File: config.mk
export PLATFORM = sky130hd
export DESIGN_NAME = seq_alu
export DESIGN_NICKNAME = d
export VERILOG_FILES = /design/src/rtl/seq_alu.sv
export SDC_FILE = /design/constraint.sdc
export NUM_CORES = 1
export LEC_CHECK = 0
export ABC_AREA = 1
export ABC_CLOCK_PERIOD_IN_PS = 3100
export CAP_MARGIN = 40
export CORE_MARGIN = 1.5
export CORE_UTILIZATION = 55
export CTS_BUF_LIST = sky130_fd_sc_hd__clkbuf_2 sky130_fd_sc_hd__clkbuf_4 sky130_fd_sc_hd__clkbuf_8
export CTS_CLUSTER_DIAMETER = 200
export CTS_CLUSTER_SIZE = 10
export DETAILED_ROUTE_END_ITERATION = 7
export PLACE_DENSITY_LB_ADDON = 0.2
export SKIP_LAST_GASP = 1
export SYNTH_ARGS = -nofsm -noshare
export SYNTH_HDL_FRONTEND = slang
export SYNTH_SLANG_ARGS = --single-unit
File: constraint.sdc
create_clock -name Clk -period 3.1 [get_ports Clk]
set_input_delay 0.62 -clock Clk [delete_from_list [all_inputs] [get_ports Clk]]
set_output_delay 0.62 -clock Clk [all_outputs]
set_load 0.005 [all_outputs]
File: src/rtl/seq_alu.sv
// seq_alu: registered ALU with internal Zero/Carry flags, multi-cycle rotate-through-carry
// and shift-add multiply behind a Start/Busy/Done handshake.
// Optional feature: define OVERFLOW_FLAG_EN to add the OvfOut signed-overflow flag.
module seq_alu #(
    parameter int unsigned WIDTH = 8,
    parameter int unsigned SHW   = 3
) (
    input  logic             Clk,
    input  logic             Reset,
    input  logic             Start,
    input  logic [3:0]       OP,
    input  logic [WIDTH-1:0] InputA,
    input  logic [WIDTH-1:0] InputB,
    input  logic [SHW-1:0]   ShAmt,
    output logic [WIDTH-1:0] Out,
    output logic [WIDTH-1:0] OutHi,
    output logic             ZeroOut,
    output logic             CarryOut,
`ifdef OVERFLOW_FLAG_EN
    output logic             OvfOut,
`endif
    output logic             Busy,
    output logic             Done
);

    localparam int unsigned W1 = WIDTH + 1;
    localparam int unsigned CW = SHW;

    typedef enum logic [1:0] {
        IDLE   = 2'd0,
        EXEC   = 2'd1,
        FINISH = 2'd2
    } state_t;

    typedef enum logic [3:0] {
        OP_ADD  = 4'h0,
        OP_ADDC = 4'h1,
        OP_SUB  = 4'h2,
        OP_SUBC = 4'h3,
        OP_OR   = 4'h4,
        OP_AND  = 4'h5,
        OP_XOR  = 4'h6,
        OP_CMP  = 4'h7,
        OP_MOVB = 4'h8,
        OP_COM  = 4'h9,
        OP_INC  = 4'hA,
        OP_DEC  = 4'hB,
        OP_RLC  = 4'hC,
        OP_RRC  = 4'hD,
        OP_MUL  = 4'hE,
        OP_CLRC = 4'hF
    } op_t;

    state_t               state_q, state_d;
    op_t                  op_q, op_d;
    logic [CW-1:0]        cnt_q, cnt_d;
    logic                 rot_c_q, rot_c_d;
    logic [WIDTH-1:0]     mul_b_q, mul_b_d;
    logic [WIDTH-1:0]     mul_lo_q, mul_lo_d;
    logic [WIDTH-1:0]     mul_hi_q, mul_hi_d;
    logic [WIDTH-1:0]     out_d, hi_d;
    logic                 z_d, c_d, busy_d, done_d;
`ifdef OVERFLOW_FLAG_EN
    logic                 ovf_d;
`endif

    logic [W1-1:0]        sum, diff, mul_sum;
    logic [WIDTH-1:0]     rot_l, rot_r;
    logic [2*WIDTH-1:0]   mul_next;

    // Shared arithmetic: add/sub with carry-in, one rotate step, one multiply step.
    always_comb begin
        sum      = W1'(InputA) + W1'(InputB) + W1'((op_t'(OP) == OP_ADDC) && CarryOut);
        diff     = W1'(InputB) - W1'(InputA) - W1'((op_t'(OP) == OP_SUBC) && CarryOut);
        rot_l    = {Out[WIDTH-2:0], rot_c_q};
        rot_r    = {rot_c_q, Out[WIDTH-1:1]};
        mul_sum  = W1'(mul_hi_q) + (mul_lo_q[0] ? W1'(mul_b_q) : W1'(0));
        mul_next = {mul_sum, mul_lo_q[WIDTH-1:1]};
    end

    // Next-state and next-output logic.
    always_comb begin
        state_d  = state_q;
        op_d     = op_q;
        cnt_d    = cnt_q;
        rot_c_d  = rot_c_q;
        mul_b_d  = mul_b_q;
        mul_lo_d = mul_lo_q;
        mul_hi_d = mul_hi_q;
        out_d    = Out;
        hi_d     = OutHi;
        z_d      = ZeroOut;
        c_d      = CarryOut;
        busy_d   = 1'b0;
        done_d   = 1'b0;
`ifdef OVERFLOW_FLAG_EN
        ovf_d    = OvfOut;
`endif

        case (state_q)
            IDLE, FINISH: begin
                state_d = IDLE;
                if (Start) begin
                    op_d    = op_t'(OP);
                    state_d = FINISH;
                    done_d  = 1'b1;
                    if (op_t'(OP) != OP_MUL) begin
                        hi_d = '0;
                    end
                    case (op_t'(OP))
                        OP_ADD, OP_ADDC: begin
                            out_d = sum[WIDTH-1:0];
                            c_d   = sum[WIDTH];
                            z_d   = ~|out_d;
`ifdef OVERFLOW_FLAG_EN
                            ovf_d = (InputA[WIDTH-1] == InputB[WIDTH-1]) &&
                                    (sum[WIDTH-1] != InputA[WIDTH-1]);
`endif
                        end
                        OP_SUB, OP_SUBC: begin
                            out_d = diff[WIDTH-1:0];
                            c_d   = diff[WIDTH];
                            z_d   = ~|out_d;
`ifdef OVERFLOW_FLAG_EN
                            ovf_d = (InputA[WIDTH-1] != InputB[WIDTH-1]) &&
                                    (diff[WIDTH-1] != InputB[WIDTH-1]);
`endif
                        end
                        OP_OR: begin
                            out_d = InputA | InputB;
                            z_d   = ~|out_d;
                        end
                        OP_AND: begin
                            out_d = InputA & InputB;
                            z_d   = ~|out_d;
                        end
                        OP_XOR: begin
                            out_d = InputA ^ InputB;
                            z_d   = ~|out_d;
                        end
                        OP_CMP: begin
                            z_d = (InputA == InputB);
                            c_d = (InputB < InputA);
                        end
                        OP_MOVB: begin
                            out_d = InputB;
                            z_d   = ~|out_d;
                        end
                        OP_COM: begin
                            out_d = ~InputB;
                            z_d   = ~|out_d;
                        end
                        OP_INC: begin
                            out_d = InputB + WIDTH'(1);
                            z_d   = ~|out_d;
                        end
                        OP_DEC: begin
                            out_d = InputA - WIDTH'(1);
                            z_d   = ~|out_d;
                        end
                        OP_RLC, OP_RRC: begin
                            // A zero count finishes at once with the flags untouched.
                            out_d = InputA;
                            if (ShAmt != '0) begin
                                state_d = EXEC;
                                done_d  = 1'b0;
                                busy_d  = 1'b1;
                                rot_c_d = CarryOut;
                                cnt_d   = ShAmt - CW'(1);
                            end
                        end
                        OP_MUL: begin
                            state_d  = EXEC;
                            done_d   = 1'b0;
                            busy_d   = 1'b1;
                            mul_lo_d = InputA;
                            mul_b_d  = InputB;
                            mul_hi_d = '0;
                            cnt_d    = CW'(WIDTH - 1);
                        end
                        OP_CLRC: begin
                            c_d = 1'b0;
                        end
                        default: ;
                    endcase
                end
            end
            EXEC: begin
                busy_d = 1'b1;
                cnt_d  = cnt_q - CW'(1);
                if (op_q == OP_MUL) begin
                    mul_hi_d = mul_next[2*WIDTH-1:WIDTH];
                    mul_lo_d = mul_next[WIDTH-1:0];
                end else begin
                    rot_c_d = (op_q == OP_RLC) ? Out[WIDTH-1] : Out[0];
                    out_d   = (op_q == OP_RLC) ? rot_l : rot_r;
                end
                // Last step: publish result and flags together.
                if (cnt_q == '0) begin
                    state_d = FINISH;
                    busy_d  = 1'b0;
                    done_d  = 1'b1;
                    if (op_q == OP_MUL) begin
                        out_d = mul_next[WIDTH-1:0];
                        hi_d  = mul_next[2*WIDTH-1:WIDTH];
                        z_d   = ~|mul_next;
                        c_d   = |mul_next[2*WIDTH-1:WIDTH];
                    end else begin
                        c_d = rot_c_d;
                        z_d = ~|out_d;
                    end
                end
            end
            default: state_d = IDLE;
        endcase
    end

    // FSM state register.
    always_ff @(posedge Clk or negedge Reset) begin
        if (!Reset) begin
            state_q <= IDLE;
        end else begin
            state_q <= state_d;
        end
    end

    // Datapath, flag and handshake registers.
    always_ff @(posedge Clk or negedge Reset) begin
        if (!Reset) begin
            op_q     <= OP_ADD;
            cnt_q    <= '0;
            rot_c_q  <= 1'b0;
            mul_b_q  <= '0;
            mul_lo_q <= '0;
            mul_hi_q <= '0;
            Out      <= '0;
            OutHi    <= '0;
            ZeroOut  <= 1'b0;
            CarryOut <= 1'b0;
            Busy     <= 1'b0;
            Done     <= 1'b0;
`ifdef OVERFLOW_FLAG_EN
            OvfOut   <= 1'b0;
`endif
        end else begin
            op_q     <= op_d;
            cnt_q    <= cnt_d;
            rot_c_q  <= rot_c_d;
            mul_b_q  <= mul_b_d;
            mul_lo_q <= mul_lo_d;
            mul_hi_q <= mul_hi_d;
            Out      <= out_d;
            OutHi    <= hi_d;
            ZeroOut  <= z_d;
            CarryOut <= c_d;
            Busy     <= busy_d;
            Done     <= done_d;
`ifdef OVERFLOW_FLAG_EN
            OvfOut   <= ovf_d;
`endif
        end
    end

endmodule

==> flow_metrics.tcl <==
set metrics [dict create \
    status "completed" \
    end_kind "register" \
    critPathMostFrequentCell "nand2_1" \
    finalCritPeriodShare 0.971 \
    finalSetupViolCount 0 \
    crit_start "OP[1]" \
    drtIter0Drc 478 \
    synth_ff_type "dfrtp_1" \
    instances_no_fill 1113 \
    synth.top_cell.area_share 0.234 \
    wl_met1_um 7670 \
    synth-seq-cells 54 \
    routed_wl_um 18000 \
    dp.cells 1105 \
    syn_area_um2 5770 \
    placed_area_um2 6710 \
    r2r_end "Out[4]" \
    grt.total_usage 0.336 \
    cts.clk_slew.worst_paths_ps 100 \
    nets 1062 \
    vias 6213 \
    met2_length_um 8200 \
    max_freq_ghz 0.332 \
    cpMaxStageDelayCell "clkdlybuf4s50_1" \
    skew_ps 8.96 \
    grt_pass1_wl_um 29500 \
    ys_types 51 \
    portBuffers 45 \
    hold_viol_final 0 \
    cts_root_buf "clkbuf_8" \
    hold_buffers 0 \
    fin_tns_setup_ps 0 \
    cellPowerDensity_nw_per_um2 512 \
    drc 0 \
    path_cells "clkdlybuf4s50_1, nand2_1, inv_1, nand3_1, fa_1, fa_1, o21ai_0, nand2_1, xor2_1, buf_4, nand2_1, nand4_1, nand2_1, a21oi_1" \
    rsz0062_at_grt "no" \
    first_global_vias 5891 \
    cp_max_fo 3 \
    synth.most_common_cell "nand2_1" \
    drive_above_1_share 0.116 \
    clkLatencyLatePin_ps 320 \
    wl_met3_um 1210 \
    post_drt_wl_per_cell_um 16.2 \
    post-cts-setup-buffer-count 0 \
    gp_congestion 1.06 \
    synth_area_leaders "dfrtp_1, nand2_1, ha_1" \
    yosysWarningCount 0 \
    synth_edf_count 0 \
    ctsResizeCount 0 \
    synth_top_cell_by_area "dfrtp_1" \
    finalMaxSlewViolations 0 \
    coreArea_um2 10200 \
    initial_core_util 0.564 \
    clk_path_buf_depth 2 \
    slew_headroom 0.537 \
    rows 37 \
    fin_total_pwr_w 0.00348 \
    maxCapViolations 0 \
    vdd_drop_max_mv 0.264 \
    die_h_um 105 \
    r2r_cells 11 \
    crit_required_ps 3310 \
    cts_made_buffers 5 \
    antenna_cells 0 \
    power_leakage_nw 3.57 \
    ios 46 \
    hpwlAfterDp_um 14500 \
    hp-class "primary input to async pin" \
    cts_sinks 54 \
    antenna_found_initial 0 \
    reg2reg_from "CarryOut" \
    grt_overflow 0 \
    synth_commonest_cells "nand2_1, inv_1, nor2_1" \
    tritoncts "yes" \
    synth_cells 887 \
    period_needed_ps 3010 \
    start_kind "primary input" \
    tightest_slew_ps 694 \
    post-route-cell-area_um2 6800 \
    reg2reg_slack_ps 490 \
    fp.dieW_um 105 \
    cp.arrival_ps 3220 \
    syn2layout_area_growth_pct 17.9 \
    antenna_left 0 \
    synth_seq_area_share 0.234 \
    cts-htree-levels 2 \
    syn-num-nets 973 \
    cp_slowest_stage_delay_ps 530 \
    first_pass_iters 5 \
    fin_util 0.665 \
    avgSynthCellArea_um2 6.50 \
    dieArea_um2 11100 \
    viasPerCell 5.58 \
    synthArstFlopShare 1.00 \
    grt_max_degree 55 \
    top_layer_used "met4" \
    critPathKind "primary input to register" \
]
==> cell usage in the layout (no fill, tap or decap), types with 2 or more instances in the layout <==
cell type	netlist	final
o2111ai_1	2	2
nor2_4	5	5
dfrtp_1	54	54
o21ai_1	6	6
fa_1	5	5
inv_2	16	16
a21oi_1	28	28
nand3_1	77	77
o22ai_1	12	12
or2_2	5	5
xor2_1	9	9
nand4_1	21	21
nand2_4	3	3
nand3b_1	2	2
clkdlybuf4s50_1	0	44
nand2_1	247	247
o21ai_0	47	47
o221ai_1	4	4
nor2_1	86	86
buf_4	1	53
nor2_2	7	7
xnor2_1	4	4
clkbuf_8	0	5
a31oi_1	6	6
nor3_1	7	7
a211oi_1	5	5
nand2_2	7	7
ha_1	55	55
o211ai_1	10	10
o21ai_4	2	2
o31ai_1	5	5
inv_1	116	116
==> area by class of cell <==
cell class	instances	area (µm²)
clock buffer	5	68.8
timing repair buffer	99	863
tap	136	170
fill	964	3430
sequential	54	1350
multi-input combinational	683	3820
clock inverter	3	21.3
inverter	133	502
==> flip-flops by register name (all words and copies together) (netlist names) <==
name / flops
Busy: 1
mul_lo_q: 8
mul_hi_q: 8
cnt_q: 3
CarryOut: 1
op_q: 4
state_q: 2
rot_c_q: 1
mul_b_q: 8
Out: 8
OutHi: 8
Done: 1
ZeroOut: 1
==> worst max-delay path: cells and delay by family <==
family          cells  cell delay [ps]
compound gates      2              260
xor+xnor            1              160
fa+ha+maj           2              860
buf+inv             3              720
simple gates        6              610
==> through the flow <==
step / setup slack [ps] / hold slack, ps
5_1_grt: 2.96 / 465
3_3_place_gp: -153 / 453
2_1_floorplan: 475 / 324
3_5_place_dp: -198 / 459
4_1_cts: 143 / 442
6_report: 89.3 / 407
==> routing by layer <==
| layer | track usage | up-vias |
|---|---|---|
| met5 | 0 | - |
| met4 | 0.185 | 0 |
| met3 | 0.0291 | 58 |
| met2 | 0.539 | 292 |
| met1 | 0.448 | 2783 |
| li1 | - | 3080 |
==> cells by family (layout without fill, tap and decap cells) <==
kind of cell	count (synthesis)	after routing	synth area share
flip-flops	54	54	0.234
adder cells (fa/ha/maj)	60	60	0.137
buffers and inverters	150	240	0.103
AND/OR/NAND/NOR	473	473	0.361
AO/OA/AOI/OAI	136	136	0.144
multiplexers	1	1	0.00195
XOR/XNOR	13	13	0.0197
==> worst max-delay path by stage <==
stage / slack, ps / depth (start not counted) / endpoint
after floorplan: 480 / 14 / ZeroOut
after global placement: -150 / 13 / Out[4]
after detailed placement: -200 / 13 / Out[4]
after CTS: 140 / 14 / Out[4]
after global routing: 3 / 15 / ZeroOut
final: 90 / 14 / Out[4]
==> report_power, final <==
group          leakage (nW)  switching [W]  internal [W]
registers             0.689       0.000194      0.000930
clock network        0.0441       0.000246      0.000159
logic                  2.83        0.00119      0.000765
total                  3.57        0.00163       0.00185
No activity file was read; power rests on OpenSTA's default activity.
